<file path="config.mk">
export PLATFORM = sky130hd
export DESIGN_NAME = io_burst_master_flat
export DESIGN_NICKNAME = d
export VERILOG_FILES = /design/src/rtl/io_burst_master_if.sv /design/src/rtl/io_burst_master.sv /design/src/flat_wrapper.sv
export SDC_FILE = /design/constraint.sdc
export NUM_CORES = 1
export LEC_CHECK = 0
export BUFFER_PORTS_ARGS = -buffer_cell sky130_fd_sc_hd__buf_2
export CORE_MARGIN = 3
export CORE_UTILIZATION = 59
export DETAILED_ROUTE_END_ITERATION = 8
export PLACE_DENSITY = 0.85
export SLEW_MARGIN = 20
export SYNTH_ARGS = -nofsm -noshare
export SYNTH_HDL_FRONTEND = slang
export SYNTH_SLANG_ARGS = --single-unit
</file>
<file path="constraint.sdc">
create_clock -name clk -period 5.9 [get_ports clk]
set_input_delay 1.18 -clock clk [delete_from_list [all_inputs] [get_ports clk]]
set_output_delay 1.18 -clock clk [all_outputs]
set_load 0.005 [all_outputs]
</file>
<file path="src/rtl/io_burst_master_if.sv">
// io_burst_master_if
//   Bundles every signal of the burst master except clock and reset:
//   - the client command channel (cmd_*)
//   - the write-data stream (wr_*)
//   - the read-data stream (rd_*)
//   - status (busy, done)
//   - the SRAM controller IO request port (io_*)
//   Modports:
//   - master: the view of io_burst_master itself.
//   - slave:  the combined view of the client and the controller.
interface io_burst_master_if;
   logic        cmd_valid;
   logic        cmd_ready;
   logic        cmd_write;
   logic [18:0] cmd_addr;
   logic [7:0]  cmd_len;
   logic        wr_valid;
   logic [7:0]  wr_data;
   logic        wr_ready;
   logic        rd_valid;
   logic [7:0]  rd_data;
   logic        rd_ready;
   logic        busy;
   logic        done;
   logic        io_req;
   logic        io_we;
   logic [18:0] io_addr;
   logic [7:0]  io_write_data;
   logic [7:0]  io_data;
   logic        io_ready;

   modport master (
      input  cmd_valid, cmd_write, cmd_addr, cmd_len,
      input  wr_valid, wr_data,
      input  rd_ready,
      input  io_data, io_ready,
      output cmd_ready, wr_ready, rd_valid, rd_data,
      output busy, done,
      output io_req, io_we, io_addr, io_write_data
   );

   modport slave (
      output cmd_valid, cmd_write, cmd_addr, cmd_len,
      output wr_valid, wr_data,
      output rd_ready,
      output io_data, io_ready,
      input  cmd_ready, wr_ready, rd_valid, rd_data,
      input  busy, done,
      input  io_req, io_we, io_addr, io_write_data
   );
endinterface

</file>
<file path="src/rtl/io_burst_master.sv">
// io_burst_master
//   Burst initiator for the SRAM controller IO port. It accepts one burst
//   command (start address, beat count, direction) and then issues one byte
//   access per beat, incrementing the address modulo 2^19 after each beat.
//   Write bytes are pulled from a valid/ready stream. Read bytes are pushed
//   into a single-entry output register with a valid/ready handshake.
// Ports:
//   clk  - clock
//   clr  - asynchronous active-low reset
//   bus  - io_burst_master_if.master (command, wr/rd streams, status, IO port)
module io_burst_master (
   input  logic                   clk,
   input  logic                   clr,
   io_burst_master_if.master      bus
);

   typedef enum logic [2:0] {
      S_IDLE,
      S_WDATA,
      S_REQ,
      S_ACK,
      S_DONE
   } state_t;

   state_t      state_q, state_d;
   logic [18:0] addr_q, addr_d;
   logic [7:0]  remaining_q, remaining_d;
   logic        write_q, write_d;
   logic        io_req_q, io_req_d;
   logic        io_we_q, io_we_d;
   logic [18:0] io_addr_q, io_addr_d;
   logic [7:0]  io_wdata_q, io_wdata_d;
   logic        rd_valid_q, rd_valid_d;
   logic [7:0]  rd_data_q, rd_data_d;

   logic        done_w;
   logic [18:0] addr_inc;

   assign addr_inc = addr_q + 19'd1;

   // Completion also fires when the last read byte is being consumed at this
   // very edge, so the pulse does not wait an extra cycle for rd_valid to drop.
   assign done_w = (state_q == S_DONE) && (!rd_valid_q || bus.rd_ready);

   always_comb begin
      state_d     = state_q;
      addr_d      = addr_q;
      remaining_d = remaining_q;
      write_d     = write_q;
      io_req_d    = io_req_q;
      io_we_d     = io_we_q;
      io_addr_d   = io_addr_q;
      io_wdata_d  = io_wdata_q;
      rd_valid_d  = rd_valid_q;
      rd_data_d   = rd_data_q;

      // Consumption first; a capture below in the same cycle overrides it.
      if (rd_valid_q && bus.rd_ready) begin
         rd_valid_d = 1'b0;
      end

      case (state_q)
         S_IDLE: begin
            if (bus.cmd_valid) begin
               addr_d      = bus.cmd_addr;
               remaining_d = bus.cmd_len;
               write_d     = bus.cmd_write;
               if (bus.cmd_len == 8'd0) begin
                  state_d = S_DONE;
               end else if (bus.cmd_write) begin
                  state_d = S_WDATA;
               end else begin
                  state_d   = S_REQ;
                  io_req_d  = 1'b1;
                  io_we_d   = 1'b0;
                  io_addr_d = bus.cmd_addr;
               end
            end
         end

         S_WDATA: begin
            if (bus.wr_valid) begin
               io_wdata_d = bus.wr_data;
               io_req_d   = 1'b1;
               io_we_d    = 1'b1;
               io_addr_d  = addr_q;
               state_d    = S_REQ;
            end
         end

         S_REQ: begin
            // io_ready is ignored here: it may still reflect the previous beat.
            // A read holds in REQ while the output register is full and not
            // being drained; the repeated controller read is harmless.
            if (write_q || !rd_valid_q || bus.rd_ready) begin
               state_d = S_ACK;
            end
         end

         S_ACK: begin
            if (bus.io_ready) begin
               remaining_d = remaining_q - 8'd1;
               addr_d      = addr_inc;
               if (!write_q) begin
                  rd_data_d  = bus.io_data;
                  rd_valid_d = 1'b1;
               end
               if (remaining_q == 8'd1) begin
                  state_d  = S_DONE;
                  io_req_d = 1'b0;
               end else if (!write_q) begin
                  state_d   = S_REQ;
                  io_addr_d = addr_inc;
               end else begin
                  state_d  = S_WDATA;
                  io_req_d = 1'b0;
               end
            end
         end

         S_DONE: begin
            if (done_w) begin
               state_d = S_IDLE;
            end
         end

         default: begin
            state_d = S_IDLE;
         end
      endcase
   end

   always_ff @(posedge clk or negedge clr) begin
      if (!clr) begin
         state_q     <= S_IDLE;
         addr_q      <= '0;
         remaining_q <= '0;
         write_q     <= 1'b0;
         io_req_q    <= 1'b0;
         io_we_q     <= 1'b0;
         io_addr_q   <= '0;
         io_wdata_q  <= '0;
         rd_valid_q  <= 1'b0;
         rd_data_q   <= '0;
      end else begin
         state_q     <= state_d;
         addr_q      <= addr_d;
         remaining_q <= remaining_d;
         write_q     <= write_d;
         io_req_q    <= io_req_d;
         io_we_q     <= io_we_d;
         io_addr_q   <= io_addr_d;
         io_wdata_q  <= io_wdata_d;
         rd_valid_q  <= rd_valid_d;
         rd_data_q   <= rd_data_d;
      end
   end

   assign bus.cmd_ready     = (state_q == S_IDLE);
   assign bus.wr_ready      = (state_q == S_WDATA);
   assign bus.busy          = (state_q != S_IDLE);
   assign bus.done          = done_w;
   assign bus.rd_valid      = rd_valid_q;
   assign bus.rd_data       = rd_data_q;
   assign bus.io_req        = io_req_q;
   assign bus.io_we         = io_we_q;
   assign bus.io_addr       = io_addr_q;
   assign bus.io_write_data = io_wdata_q;

endmodule

</file>
<file path="src/flat_wrapper.sv">
// flat-port wrapper written by rule: the top's interface ports become plain ports
module io_burst_master_flat 
  (clk, clr, bus_cmd_valid, bus_cmd_write, bus_cmd_addr, bus_cmd_len, bus_wr_valid, bus_wr_data, bus_rd_ready, bus_io_data, bus_io_ready, bus_cmd_ready, bus_wr_ready, bus_rd_valid, bus_rd_data, bus_busy, bus_done, bus_io_req, bus_io_we, bus_io_addr, bus_io_write_data);
  io_burst_master_if bus_i ();
  input  logic clk;
  input  logic clr;
  input wire logic [$bits(bus_i.cmd_valid)-1:0] bus_cmd_valid;
  input wire logic [$bits(bus_i.cmd_write)-1:0] bus_cmd_write;
  input wire logic [$bits(bus_i.cmd_addr)-1:0] bus_cmd_addr;
  input wire logic [$bits(bus_i.cmd_len)-1:0] bus_cmd_len;
  input wire logic [$bits(bus_i.wr_valid)-1:0] bus_wr_valid;
  input wire logic [$bits(bus_i.wr_data)-1:0] bus_wr_data;
  input wire logic [$bits(bus_i.rd_ready)-1:0] bus_rd_ready;
  input wire logic [$bits(bus_i.io_data)-1:0] bus_io_data;
  input wire logic [$bits(bus_i.io_ready)-1:0] bus_io_ready;
  output wire logic [$bits(bus_i.cmd_ready)-1:0] bus_cmd_ready;
  output wire logic [$bits(bus_i.wr_ready)-1:0] bus_wr_ready;
  output wire logic [$bits(bus_i.rd_valid)-1:0] bus_rd_valid;
  output wire logic [$bits(bus_i.rd_data)-1:0] bus_rd_data;
  output wire logic [$bits(bus_i.busy)-1:0] bus_busy;
  output wire logic [$bits(bus_i.done)-1:0] bus_done;
  output wire logic [$bits(bus_i.io_req)-1:0] bus_io_req;
  output wire logic [$bits(bus_i.io_we)-1:0] bus_io_we;
  output wire logic [$bits(bus_i.io_addr)-1:0] bus_io_addr;
  output wire logic [$bits(bus_i.io_write_data)-1:0] bus_io_write_data;
  assign bus_i.cmd_valid = bus_cmd_valid;
  assign bus_i.cmd_write = bus_cmd_write;
  assign bus_i.cmd_addr = bus_cmd_addr;
  assign bus_i.cmd_len = bus_cmd_len;
  assign bus_i.wr_valid = bus_wr_valid;
  assign bus_i.wr_data = bus_wr_data;
  assign bus_i.rd_ready = bus_rd_ready;
  assign bus_i.io_data = bus_io_data;
  assign bus_i.io_ready = bus_io_ready;
  assign bus_cmd_ready = bus_i.cmd_ready;
  assign bus_wr_ready = bus_i.wr_ready;
  assign bus_rd_valid = bus_i.rd_valid;
  assign bus_rd_data = bus_i.rd_data;
  assign bus_busy = bus_i.busy;
  assign bus_done = bus_i.done;
  assign bus_io_req = bus_i.io_req;
  assign bus_io_we = bus_i.io_we;
  assign bus_io_addr = bus_i.io_addr;
  assign bus_io_write_data = bus_i.io_write_data;
  io_burst_master u_core (.clk(clk), .clr(clr), .bus(bus_i));
endmodule
</file>
==> impl_metrics.toml <==
[sta]
timing.fmax_ghz = 0.341
hold_viol_final = 0
tightest_slew_ns = 0.875
rsz0062_at_grt = "no"
finalClockSkew_ns = 0.0120
period_share_pct = 49.6
period_minus_slack_ns = 2.93
drv_slew = 0
relSlewSlack_pct = 41.6
fin_tns_setup_ns = 0
setup_violations = 0

[setup_path]
crit_slowest_cell = "dfrtp_1"
worstPathMaxFanout = 25
slowest_delay_ns = 0.70
end_kind = "output port"
critical_path_buf_inv_count = 2
required_ns = 4.72
worstPathArrival_ns = 1.75
cp_top_family = "flip-flops"
critical_path_class = "flip-flop to output port"
crit_chain = "nor3_2, inv_2, buf_2"
critPathLaunchType = "flip-flop"

[final_layout]
final_util_pct = 72.0
final_layout_size_suffix_gt1_share_pct = 26.3
final-seq-area_mm2 = 0.00173
fin_nets = 572
antenna_cells = 0
syn2layout_area_growth_pct = 15.5
n_fill_cell = 514
multiInputGateArea_mm2 = 0.00212

[status]
status = "completed"

[drt]
vias_per_cell = 6.34
route.detailed.drc = 0
drt_first_pass_iters = 4
drt-initial-drc-count = 322
vias = 3808
totalWireLength_mm = 10.4
wire_per_inst_um = 17.3
final_antenna_net_count = 0

[yosys]
synthCells = 446
synth_top_cell_by_area = "dfrtp_1"
ys_top_cells_by_area = "dfrtp_1 (43%), mux2_1 (6.4%), a21oi_1 (4.9%), o21ai_0 (4.3%), mux2_2 (3.6%)"
ys_seq_area_share_pct = 42.6
yosys_register_bits = 69
synth_top_area_share_pct = 42.6
syn_nets = 499
synth-edff-count = 0
syn-mean-instance-area_um2 = 9.08
yosysWarnings = 0
synthTopCellsByCount = "dfrtp_1 (69), a21oi_1 (40), nand2_1 (39)"
syn_area_mm2 = 0.00405
synth_cell_types = 60
synth.most_common_cell = "dfrtp_1"
synth_flop_cell = "dfrtp_1"
ys_async_sr_fraction_pct = 100

[floorplan]
fp.dieW_um = 88.8
rows = 29
die_h_um = 88.8
die_area_mm2 = 0.00789
initial_utilization_pct = 62.3
ioPinCount = 92
core_mm2 = 0.00649

[clocking]
numCtsBuffers = 9
cts-root-buf = "clkbuf_8"
ctsResizeCount = 0
cts.sinks = 69
postCtsHoldBufs = 0
clk_pin_slew_worst_paths_ns = 0.07
cts_tree = "built"
clockBufferDepth = 2
cts-htree-levels = 3
insertion_delay_ns = 0.36
post_cts_buffers = 0

[power_and_ir_drop]
power_density_mw_per_mm2 = 559
ir_worst_vdd_v = 0.000503
p_leak_nw = 2.03

[global_routing]
grt_pass1_vias = 3667
grt_usage_pct = 28.4
grt_pass1_wl_mm = 17.6
antenna_found_initial = 0
overflow = 0
grt_max_degree = 70

[job]
cap_violations = 0

[place]
detailed_place_hpwl_mm = 7.18
gp_congestion = 0.963
portBuffers = 91

[worst_hold_path]
min_path_type = "flip-flop to flip-flop"
## where the power goes
part	total (mW)	switching [mW]	internal [mW]
registers	0.966	0.257	0.709
clock network	0.393	0.195	0.198
logic	1.26	0.703	0.552
## metrics by stage
step	area [um^2]	power [mW]	hold WS, ns	std cells	worst slack (ns)
floorplan	4050	1.83	0.483	446	3.19
global placement	4480	2.15	0.461	585	2.91
detailed placement	4480	2.21	0.469	585	2.84
CTS	4680	2.61	0.487	601	2.98
global route	4680	2.83	0.503	601	2.89
finish	4680	2.61	0.481	601	2.97
## worst paths after layout
check	depth (start not counted)	startpoint	endpoint	slack [ns]
min in group asynchronous	2	clr	u_core.bus.io_write_data[0]	1.01
hold reg to reg	1	u_core.bus.io_addr[15]	u_core.bus.io_addr[15]	0.48
setup reg to reg	5	u_core.state_q[1]	u_core.bus.io_addr[0]	3.27
setup / recovery	3	u_core.state_q[1]	bus_busy	2.97
hold / removal	1	u_core.bus.io_addr[15]	u_core.bus.io_addr[15]	0.48
max in group asynchronous	2	clr	u_core.addr_q[6]	4.29
## state kept, by name, indices dropped and copies added (netlist names)
register / count
u_core.addr_q: 19
u_core.bus.io_addr: 19
u_core.bus.io_req: 1
u_core.bus.io_we: 1
u_core.bus.io_write_data: 8
u_core.bus.rd_data: 8
u_core.bus.rd_valid: 1
u_core.remaining_q: 8
u_core.state_q: 3
u_core.write_q: 1
## metal layers
layer  vias to the layer above  track usage, %  wire length, um
met5                         -               0                0
met4                         0            14.0              372
met3                        33            4.38              693
met2                       193            45.6             5060
met1                      1821            37.5             4270
li1                       1761               -                -
## layout by cell type (no fill, tap or decap), types with 6 or more instances in the layout
cell,count
nand3_1,16
clkbuf_8,9
a21oi_1,39
mux2_1,23
mux2_2,13
inv_1,9
nand2_1,39
o21ai_0,35
nor2_1,29
o22ai_1,11
dfrtp_1,69
buf_2,91
o211ai_1,6
xnor2_1,11
nand4_1,12
o21ai_1,8
nor3_1,11
## cell type report
cell class                 instances  area share, %
clock buffer                      10           2.73
multi-input combinational        331           45.3
sequential                        69           36.9
timing repair buffer              96           10.5
inverter                          12          0.963
tap                               77           2.06
clock inverter                     6           1.52
## kinds of logic after synthesis
| kind of cell | count (synthesis) | synth area share, % |
|---|---|---|
| xor gates and xnor gates | 14 | 3.03 |
| adders and majority gates | 3 | 0.927 |
| muxes | 41 | 11.2 |
| AOI/OAI and AO/OA | 130 | 19.0 |
| buffers and inverters | 46 | 5.22 |
| DFF | 69 | 42.6 |
| and+or+nand+nor | 143 | 17.9 |
No activity file was read; power rests on OpenSTA's default activity.
